`src/rtl/instr_encoder_if.sv`:
```
// Bundle-in / memory-write-out signal group for the instruction encoder.
// The slave side is the encoder; the master side is whoever feeds fields and sinks words.
interface instr_encoder_if #(
   parameter int ADDR_WIDTH = 8
);

   logic                  clear;
   logic                  in_valid;
   logic                  in_ready;
   logic [1:0]            fmt;
   logic [6:0]            opcode;
   logic [2:0]            funct3;
   logic [6:0]            funct7;
   logic [4:0]            rd;
   logic [4:0]            rs1;
   logic [4:0]            rs2;
   logic [31:0]           imm;
   logic                  mem_we;
   logic                  mem_ready;
   logic [ADDR_WIDTH-1:0] mem_addr;
   logic [31:0]           mem_wdata;
   logic                  range_err;
   logic                  wrap;

   modport slave (
      input  clear,
      input  in_valid,
      output in_ready,
      input  fmt,
      input  opcode,
      input  funct3,
      input  funct7,
      input  rd,
      input  rs1,
      input  rs2,
      input  imm,
      output mem_we,
      input  mem_ready,
      output mem_addr,
      output mem_wdata,
      output range_err,
      output wrap
   );

   modport master (
      output clear,
      output in_valid,
      input  in_ready,
      output fmt,
      output opcode,
      output funct3,
      output funct7,
      output rd,
      output rs1,
      output rs2,
      output imm,
      input  mem_we,
      output mem_ready,
      input  mem_addr,
      input  mem_wdata,
      input  range_err,
      input  wrap
   );

endinterface

```
`src/rtl/instr_encoder.sv`:
```
// Packs RISC-V I/S/B/R fields into instruction words and streams them to memory
// at an auto-incrementing word address through a one-entry output register.
module instr_encoder #(
   parameter int ADDR_WIDTH = 8
) (
   input  logic           clk,
   input  logic           reset,
   instr_encoder_if.slave bus
);

   typedef enum logic [1:0] {
      FMT_I = 2'b00,
      FMT_S = 2'b01,
      FMT_B = 2'b10,
      FMT_R = 2'b11
   } fmt_e;

   fmt_e                  fmtSel;
   logic [31:0]           encWord;
   logic                  immLegal;
   logic                  accept;
   logic                  handoff;
   logic [ADDR_WIDTH-1:0] countInc;

   logic                  memWe_q,    memWe_d;
   logic [31:0]           memWdata_q, memWdata_d;
   logic [ADDR_WIDTH-1:0] memAddr_q,  memAddr_d;
   logic [ADDR_WIDTH-1:0] count_q,    count_d;
   logic                  rangeErr_q, rangeErr_d;
   logic                  wrap_q,     wrap_d;

   assign fmtSel   = fmt_e'(bus.fmt);
   assign handoff  = memWe_q && bus.mem_ready;
   assign accept   = bus.in_valid && bus.in_ready;
   assign countInc = count_q + 1'b1;

   // The output slot frees up in the same cycle it is handed off, giving one word per cycle.
   assign bus.in_ready  = !bus.clear && (!memWe_q || bus.mem_ready);
   assign bus.mem_we    = memWe_q;
   assign bus.mem_wdata = memWdata_q;
   assign bus.mem_addr  = memAddr_q;
   assign bus.range_err = rangeErr_q;
   assign bus.wrap      = wrap_q;

   // Field packing; B drops imm[0] since branch targets are always even.
   always_comb begin
      encWord = '0;
      case (fmtSel)
         FMT_I: encWord = {bus.imm[11:0], bus.rs1, bus.funct3, bus.rd, bus.opcode};
         FMT_S: encWord = {bus.imm[11:5], bus.rs2, bus.rs1, bus.funct3,
                           bus.imm[4:0], bus.opcode};
         FMT_B: encWord = {bus.imm[12], bus.imm[10:5], bus.rs2, bus.rs1, bus.funct3,
                           bus.imm[4:1], bus.imm[11], bus.opcode};
         FMT_R: encWord = {bus.funct7, bus.rs2, bus.rs1, bus.funct3, bus.rd, bus.opcode};
         default: encWord = '0;
      endcase
   end

   // An immediate fits when every bit above the field's sign bit copies that sign bit.
   always_comb begin
      immLegal = 1'b0;
      case (fmtSel)
         FMT_I, FMT_S: immLegal = (&bus.imm[31:11]) || !(|bus.imm[31:11]);
         FMT_B:        immLegal = ((&bus.imm[31:12]) || !(|bus.imm[31:12])) && !bus.imm[0];
         FMT_R:        immLegal = 1'b1;
         default:      immLegal = 1'b0;
      endcase
   end

   // Next-state: clear wins over everything, then handoff retires the word, then accept refills.
   always_comb begin
      memWe_d    = memWe_q;
      memWdata_d = memWdata_q;
      memAddr_d  = memAddr_q;
      count_d    = count_q;
      rangeErr_d = rangeErr_q;
      wrap_d     = wrap_q;
      if (bus.clear) begin
         memWe_d    = 1'b0;
         memAddr_d  = '0;
         count_d    = '0;
         rangeErr_d = 1'b0;
         wrap_d     = 1'b0;
      end else begin
         if (handoff) begin
            memWe_d = 1'b0;
            count_d = countInc;
            if (&count_q) begin
               wrap_d = 1'b1;
            end
         end
         if (accept) begin
            if (immLegal) begin
               memWe_d    = 1'b1;
               memWdata_d = encWord;
               memAddr_d  = count_d;
            end else begin
               rangeErr_d = 1'b1;
            end
         end
      end
   end

   always_ff @(posedge clk or posedge reset) begin
      if (reset) begin
         memWe_q    <= 1'b0;
         memWdata_q <= '0;
         memAddr_q  <= '0;
         count_q    <= '0;
         rangeErr_q <= 1'b0;
         wrap_q     <= 1'b0;
      end else begin
         memWe_q    <= memWe_d;
         memWdata_q <= memWdata_d;
         memAddr_q  <= memAddr_d;
         count_q    <= count_d;
         rangeErr_q <= rangeErr_d;
         wrap_q     <= wrap_d;
      end
   end

   // A stalled word must not change under the memory's feet.
   holdWhileStalled: assert property (
      @(posedge clk) disable iff (reset)
      (memWe_q && !bus.mem_ready && !bus.clear) |=> ($stable(memWdata_q) && $stable(memAddr_q) && memWe_q)
   );

endmodule

```
`src/flat_wrapper.sv`:
```
// flat-port wrapper written by rule: the top's interface ports become plain ports
module instr_encoder_flat 
#(
   parameter int ADDR_WIDTH = 8
)
  (clk, reset, bus_clear, bus_in_valid, bus_in_ready, bus_fmt, bus_opcode, bus_funct3, bus_funct7, bus_rd, bus_rs1, bus_rs2, bus_imm, bus_mem_we, bus_mem_ready, bus_mem_addr, bus_mem_wdata, bus_range_err, bus_wrap);
  instr_encoder_if #(.ADDR_WIDTH(ADDR_WIDTH)) bus_i ();
  input  logic clk;
  input  logic reset;
  input wire logic [$bits(bus_i.clear)-1:0] bus_clear;
  input wire logic [$bits(bus_i.in_valid)-1:0] bus_in_valid;
  output wire logic [$bits(bus_i.in_ready)-1:0] bus_in_ready;
  input wire logic [$bits(bus_i.fmt)-1:0] bus_fmt;
  input wire logic [$bits(bus_i.opcode)-1:0] bus_opcode;
  input wire logic [$bits(bus_i.funct3)-1:0] bus_funct3;
  input wire logic [$bits(bus_i.funct7)-1:0] bus_funct7;
  input wire logic [$bits(bus_i.rd)-1:0] bus_rd;
  input wire logic [$bits(bus_i.rs1)-1:0] bus_rs1;
  input wire logic [$bits(bus_i.rs2)-1:0] bus_rs2;
  input wire logic [$bits(bus_i.imm)-1:0] bus_imm;
  output wire logic [$bits(bus_i.mem_we)-1:0] bus_mem_we;
  input wire logic [$bits(bus_i.mem_ready)-1:0] bus_mem_ready;
  output wire logic [$bits(bus_i.mem_addr)-1:0] bus_mem_addr;
  output wire logic [$bits(bus_i.mem_wdata)-1:0] bus_mem_wdata;
  output wire logic [$bits(bus_i.range_err)-1:0] bus_range_err;
  output wire logic [$bits(bus_i.wrap)-1:0] bus_wrap;
  assign bus_i.clear = bus_clear;
  assign bus_i.in_valid = bus_in_valid;
  assign bus_in_ready = bus_i.in_ready;
  assign bus_i.fmt = bus_fmt;
  assign bus_i.opcode = bus_opcode;
  assign bus_i.funct3 = bus_funct3;
  assign bus_i.funct7 = bus_funct7;
  assign bus_i.rd = bus_rd;
  assign bus_i.rs1 = bus_rs1;
  assign bus_i.rs2 = bus_rs2;
  assign bus_i.imm = bus_imm;
  assign bus_mem_we = bus_i.mem_we;
  assign bus_i.mem_ready = bus_mem_ready;
  assign bus_mem_addr = bus_i.mem_addr;
  assign bus_mem_wdata = bus_i.mem_wdata;
  assign bus_range_err = bus_i.range_err;
  assign bus_wrap = bus_i.wrap;
  instr_encoder #(.ADDR_WIDTH(ADDR_WIDTH)) u_core (.clk(clk), .reset(reset), .bus(bus_i));
endmodule
```
`config.mk`:
```
export PLATFORM = sky130hd
export DESIGN_NAME = instr_encoder_flat
export DESIGN_NICKNAME = d
export VERILOG_FILES = /design/src/rtl/instr_encoder_if.sv /design/src/rtl/instr_encoder.sv /design/src/flat_wrapper.sv
export SDC_FILE = /design/constraint.sdc
export NUM_CORES = 1
export LEC_CHECK = 0
export ABC_AREA = 1
export CAP_MARGIN = 15
export CORE_MARGIN = 8
export CORE_UTILIZATION = 40
export DETAILED_ROUTE_END_ITERATION = 10
export DONT_BUFFER_PORTS = 1
export SLEW_MARGIN = 40
export SYNTH_ARGS = -nofsm -noshare
export SYNTH_HDL_FRONTEND = slang
export SYNTH_SLANG_ARGS = --single-unit
```
`constraint.sdc`:
```
create_clock -name clk -period 5.7 [get_ports clk]
set_clock_uncertainty 0.1 [all_clocks]
set_input_delay 1.71 -clock clk [delete_from_list [all_inputs] [get_ports clk]]
set_output_delay 1.71 -clock clk [all_outputs]
set_load 0.01 [all_outputs]
```
==> results.rst <==
.. list-table::
   :header-rows: 1

   * - Metric
     - Value
   * - Status
     - finished, final reports clean
   * - Root Driver
     - sky130_fd_sc_hd__clkbuf_8
   * - Global route total overflow
     - 0
   * - Layout overhead on the synthesized area
     - 5.41%
   * - Min-delay worst type
     - flip-flop to flip-flop
   * - Primary flip-flop cell chosen by synthesis mapping
     - sky130_fd_sc_hd__dfrtp_1
   * - Num CTS Buffers
     - 5
   * - Delay contributed by the slowest stage of the critical path
     - 240 ps
   * - Syn Nets
     - 402
   * - Global-route usage over all layers
     - 13.3%
   * - Setup repair after global routing missed its margin
     - no
   * - Wire length of the first global-routing pass
     - 10600 microns
   * - Highest achievable clock rate
     - 264 MHz
   * - Cell row count
     - 30
   * - Number of flops mapped to enable cells by yosys
     - 0
   * - H-tree depth
     - 2
   * - Largest fanout on the critical path
     - 2
   * - Fill cell count
     - 698
   * - Actual slew at the worst max-slew pin
     - 616 ps
   * - Part of the Yosys area used for sequential elements
     - 46.7%
   * - Half-perimeter wire length after placement
     - 5070 microns
   * - Switch share
     - 28.5%
   * - Placeable Area
     - 6680 sq um
   * - Total Nets Final
     - 400
   * - Clock tree from TritonCTS
     - done
   * - Drt total wl
     - 6410 microns
   * - Power spent charging and discharging nets
     - 236 uW
   * - Aggregate negative setup slack
     - 0 ps
   * - Power after layout
     - 829 uW
   * - Critical path data required time
     - 3890 ps
   * - Post-cts resize count
     - 0
   * - Cell with the largest stage delay on the worst path
     - sky130_fd_sc_hd__a21oi_1
   * - Lkg Pwr
     - 0.00147 uW
   * - Diodes inserted
     - 0
   * - Post-route ant nets
     - 0
   * - Register clock-pin slew on the reported worst setup and hold paths
     - 90 ps
   * - Share of total power in the clock network
     - 30.8%
   * - Power density cells
     - 288 nW/um^2
   * - Share of final-layout standard cells stronger than drive strength 1
     - 15.5%
   * - Max Cap Violations
     - 0
   * - Via count of the first global-routing pass
     - 2137
   * - Startpoint of the most critical register-to-register path
     - u_core.bus.mem_we$_DFF_PP0_
   * - Number of synthesized register bits
     - 51
   * - Area used by sequential logic in the layout
     - 1280 sq um
   * - Post CTS Setup Buffer Count
     - 0
   * - Setup crit start
     - bus_mem_ready
   * - Post-synthesis average cell area
     - 8.27 sq um
   * - Worst reg2reg path depth
     - 6
   * - Drt initial violations
     - 85
   * - Die Height
     - 98.6 microns
   * - Endpoint type of the worst setup path
     - primary output
   * - Ordered list of cells on the worst path
     - inv_1 > a21oi_1
   * - Starting density of the core
     - 40.9%
   * - Sequential share of power
     - 55.9%
   * - Residual DRC
     - 0
   * - WP data arrival
     - 1980 ps
   * - Headroom to the max-slew limit
     - 59.0%
   * - End of the worst register-to-register path
     - u_core.bus.mem_wdata[23]$_DFFE_PP0P_
   * - Clock latency reported for the late side of the worst-skew pair
     - 290 ps
   * - Final critical path time including I/O delays and setup
     - 3790 ps
   * - Ratio of final minimum period to clock period
     - 66.5%
   * - Share of synthesized registers carrying an async set or reset
     - 100%
   * - Largest net degree at the start of global routing
     - 52
   * - Number of ports placed on the die boundary
     - 115
   * - Cts-stage hold buffer count
     - 0
   * - Antenna violations before repair
     - 0
   * - Number of hold-slack violations in the final timing report
     - 0
   * - Number of slew-limit violations in the final report
     - 0
   * - CP bufs+invs
     - 1
   * - Peak supply drop
     - 114 uV
   * - Type of the setup path with the least slack
     - input port to primary output
   * - Power Internal
     - 593 uW
   * - Number of endpoints failing setup at the final stage
     - 0
   * - Area enclosed by the die boundary
     - 9720 sq um
   * - Timing endpoint of the critical path
     - bus_in_ready
   * - Type of element launching the critical path
     - input port
   * - Port bufs
     - 0
   * - Routed WL per cell
     - 15.7 microns
   * - Number of instances in the synthesized netlist
     - 330
   * - Setup slack on the worst flop-to-flop path
     - 3500 ps
   * - Maximum clock insertion buffer count
     - 2
   * - Number of warnings reported in the yosys synthesis log
     - 0
   * - Gpl congestion
     - 0.806
   * - Combinational cell fraction of total power
     - 13.3%
   * - Drt via density
     - 5.06
   * - Chip Width
     - 98.6 microns
   * - Multi-input combinational cell area
     - 1210 sq um
   * - Syn Std Cell Area
     - 2730 sq um
   * - Pre-Repair DR Iteration Count
     - 6
   * - Critical Path Stages
     - 2
   * - Cell type group with the largest total delay on the critical path
     - compound AO/OA/AOI/OAI gates
   * - Number of sinks on the clock net
     - 51
   * - Routed vias
     - 2071
   * - Number of library cell types mapped by synthesis
     - 30
worst min path at each step:
stage	from	end	slack, ps	cells past startpoint
after detailed placement	u_core.bus.mem_wdata[15]$_DFFE_PP0P_	u_core.bus.mem_wdata[15]$_DFFE_PP0P_	450	2
after global routing	u_core.bus.mem_wdata[13]$_DFFE_PP0P_	u_core.bus.mem_wdata[13]$_DFFE_PP0P_	490	2
after CTS	u_core.count_q[2]$_DFF_PP0_	u_core.count_q[2]$_DFF_PP0_	470	2
final	u_core.bus.mem_wdata[12]$_DFFE_PP0P_	u_core.bus.mem_wdata[12]$_DFFE_PP0P_	460	2
after global placement	u_core.bus.mem_wdata[15]$_DFFE_PP0P_	u_core.bus.mem_wdata[15]$_DFFE_PP0P_	450	2
after floorplan	u_core.bus.range_err$_DFFE_PP0P_	u_core.bus.range_err$_DFFE_PP0P_	420	2
power by group through the flow:
stage               clock network, uW  registers [uW]  logic, uW
CTS                               267             467        113
global route                      283             471        128
global placement                    0             473        107
finish                            255             464        110
detailed placement                  0             474        113
floorplan                           0             459        100
through the flow:
| stage | hold slack [ps] | cell area [sq um] | cells | setup slack [ps] | util, % |
|---|---|---|---|---|---|
| 6_report | 464 | 2880 | 409 | 1910 | 43.1 |
| 5_1_grt | 485 | 2880 | 409 | 1880 | 43.1 |
| 4_1_cts | 468 | 2880 | 409 | 1910 | 43.1 |
| 2_1_floorplan | 415 | 2730 | 330 | 1940 | - |
| 3_3_place_gp | 446 | 2740 | 400 | 1900 | 41.0 |
| 3_5_place_dp | 448 | 2760 | 401 | 1910 | 41.3 |
routing by layer:
| layer | up-vias | GRT usage, % | wire length, microns |
|---|---|---|---|
| li1 | 1044 | - | - |
| met1 | 939 | 14.2 | 2500 |
| met2 | 86 | 22.2 | 3070 |
| met3 | 2 | 7.26 | 809 |
| met4 | 0 | 3.54 | 30 |
| met5 | - | 0 | 0 |
cell usage in the layout, fill, tap and decap left out, drive strengths merged, types with 4 or more instances in the layout:
| cell | instances |
|---|---|
| mux2i | 8 |
| nor2 | 38 |
| inv | 39 |
| dfrtp | 51 |
| nor3 | 4 |
| nand3 | 15 |
| a21oi | 8 |
| nand2 | 102 |
| o21ai | 35 |
| clkbuf | 6 |
| nand4 | 12 |
kinds of logic (layout without fill, tap and decap cells):
group                    Yosys count  after routing  share of synthesized area [%]
AND/OR/NAND/NOR                  174            174                           27.5
flip-flops                        51             51                           46.7
buffers and inverters             49             48                           8.75
AO/OA/AOI/OAI                     46             46                           13.3
multiplexers                       8              8                           2.93
adder cells (fa/ha/maj)            1              1                          0.458
XOR/XNOR                           1              1                          0.321
area by class of cell:
type                            count  area share, %
Sequential cell                    51           44.3
Clock buffer                        6           2.87
Clock inverter                      2           1.22
Inverter                           39           5.17
Tap cell                           80           3.48
Multi-Input combinational cell    230           42.2
Timing Repair Buffer                1          0.696
cell usage after synthesis (2+ instances only):
| library cell | n | area share, % |
|---|---|---|
| sky130_fd_sc_hd__a21oi_1 | 7 | 1.3 |
| sky130_fd_sc_hd__buf_2 | 2 | 0.37 |
| sky130_fd_sc_hd__buf_6 | 7 | 2.9 |
| sky130_fd_sc_hd__dfrtp_1 | 51 | 47 |
| sky130_fd_sc_hd__inv_1 | 38 | 5.2 |
| sky130_fd_sc_hd__mux2i_1 | 8 | 2.9 |
| sky130_fd_sc_hd__nand2_1 | 100 | 14 |
| sky130_fd_sc_hd__nand3_1 | 13 | 2.4 |
| sky130_fd_sc_hd__nand4_1 | 12 | 2.7 |
| sky130_fd_sc_hd__nor2_1 | 37 | 5.1 |
| sky130_fd_sc_hd__nor3_1 | 3 | 0.55 |
| sky130_fd_sc_hd__o21ai_0 | 3 | 0.55 |
| sky130_fd_sc_hd__o21ai_2 | 32 | 10 |
flip-flops by register name, indices dropped and copies added, names as in the netlist:
signal                cells
u_core.bus.mem_addr       8
u_core.bus.mem_wdata     32
u_core.bus.mem_we         1
u_core.bus.range_err      1
u_core.bus.wrap           1
u_core.count_q            8
(Power assumes the default switching activity.)
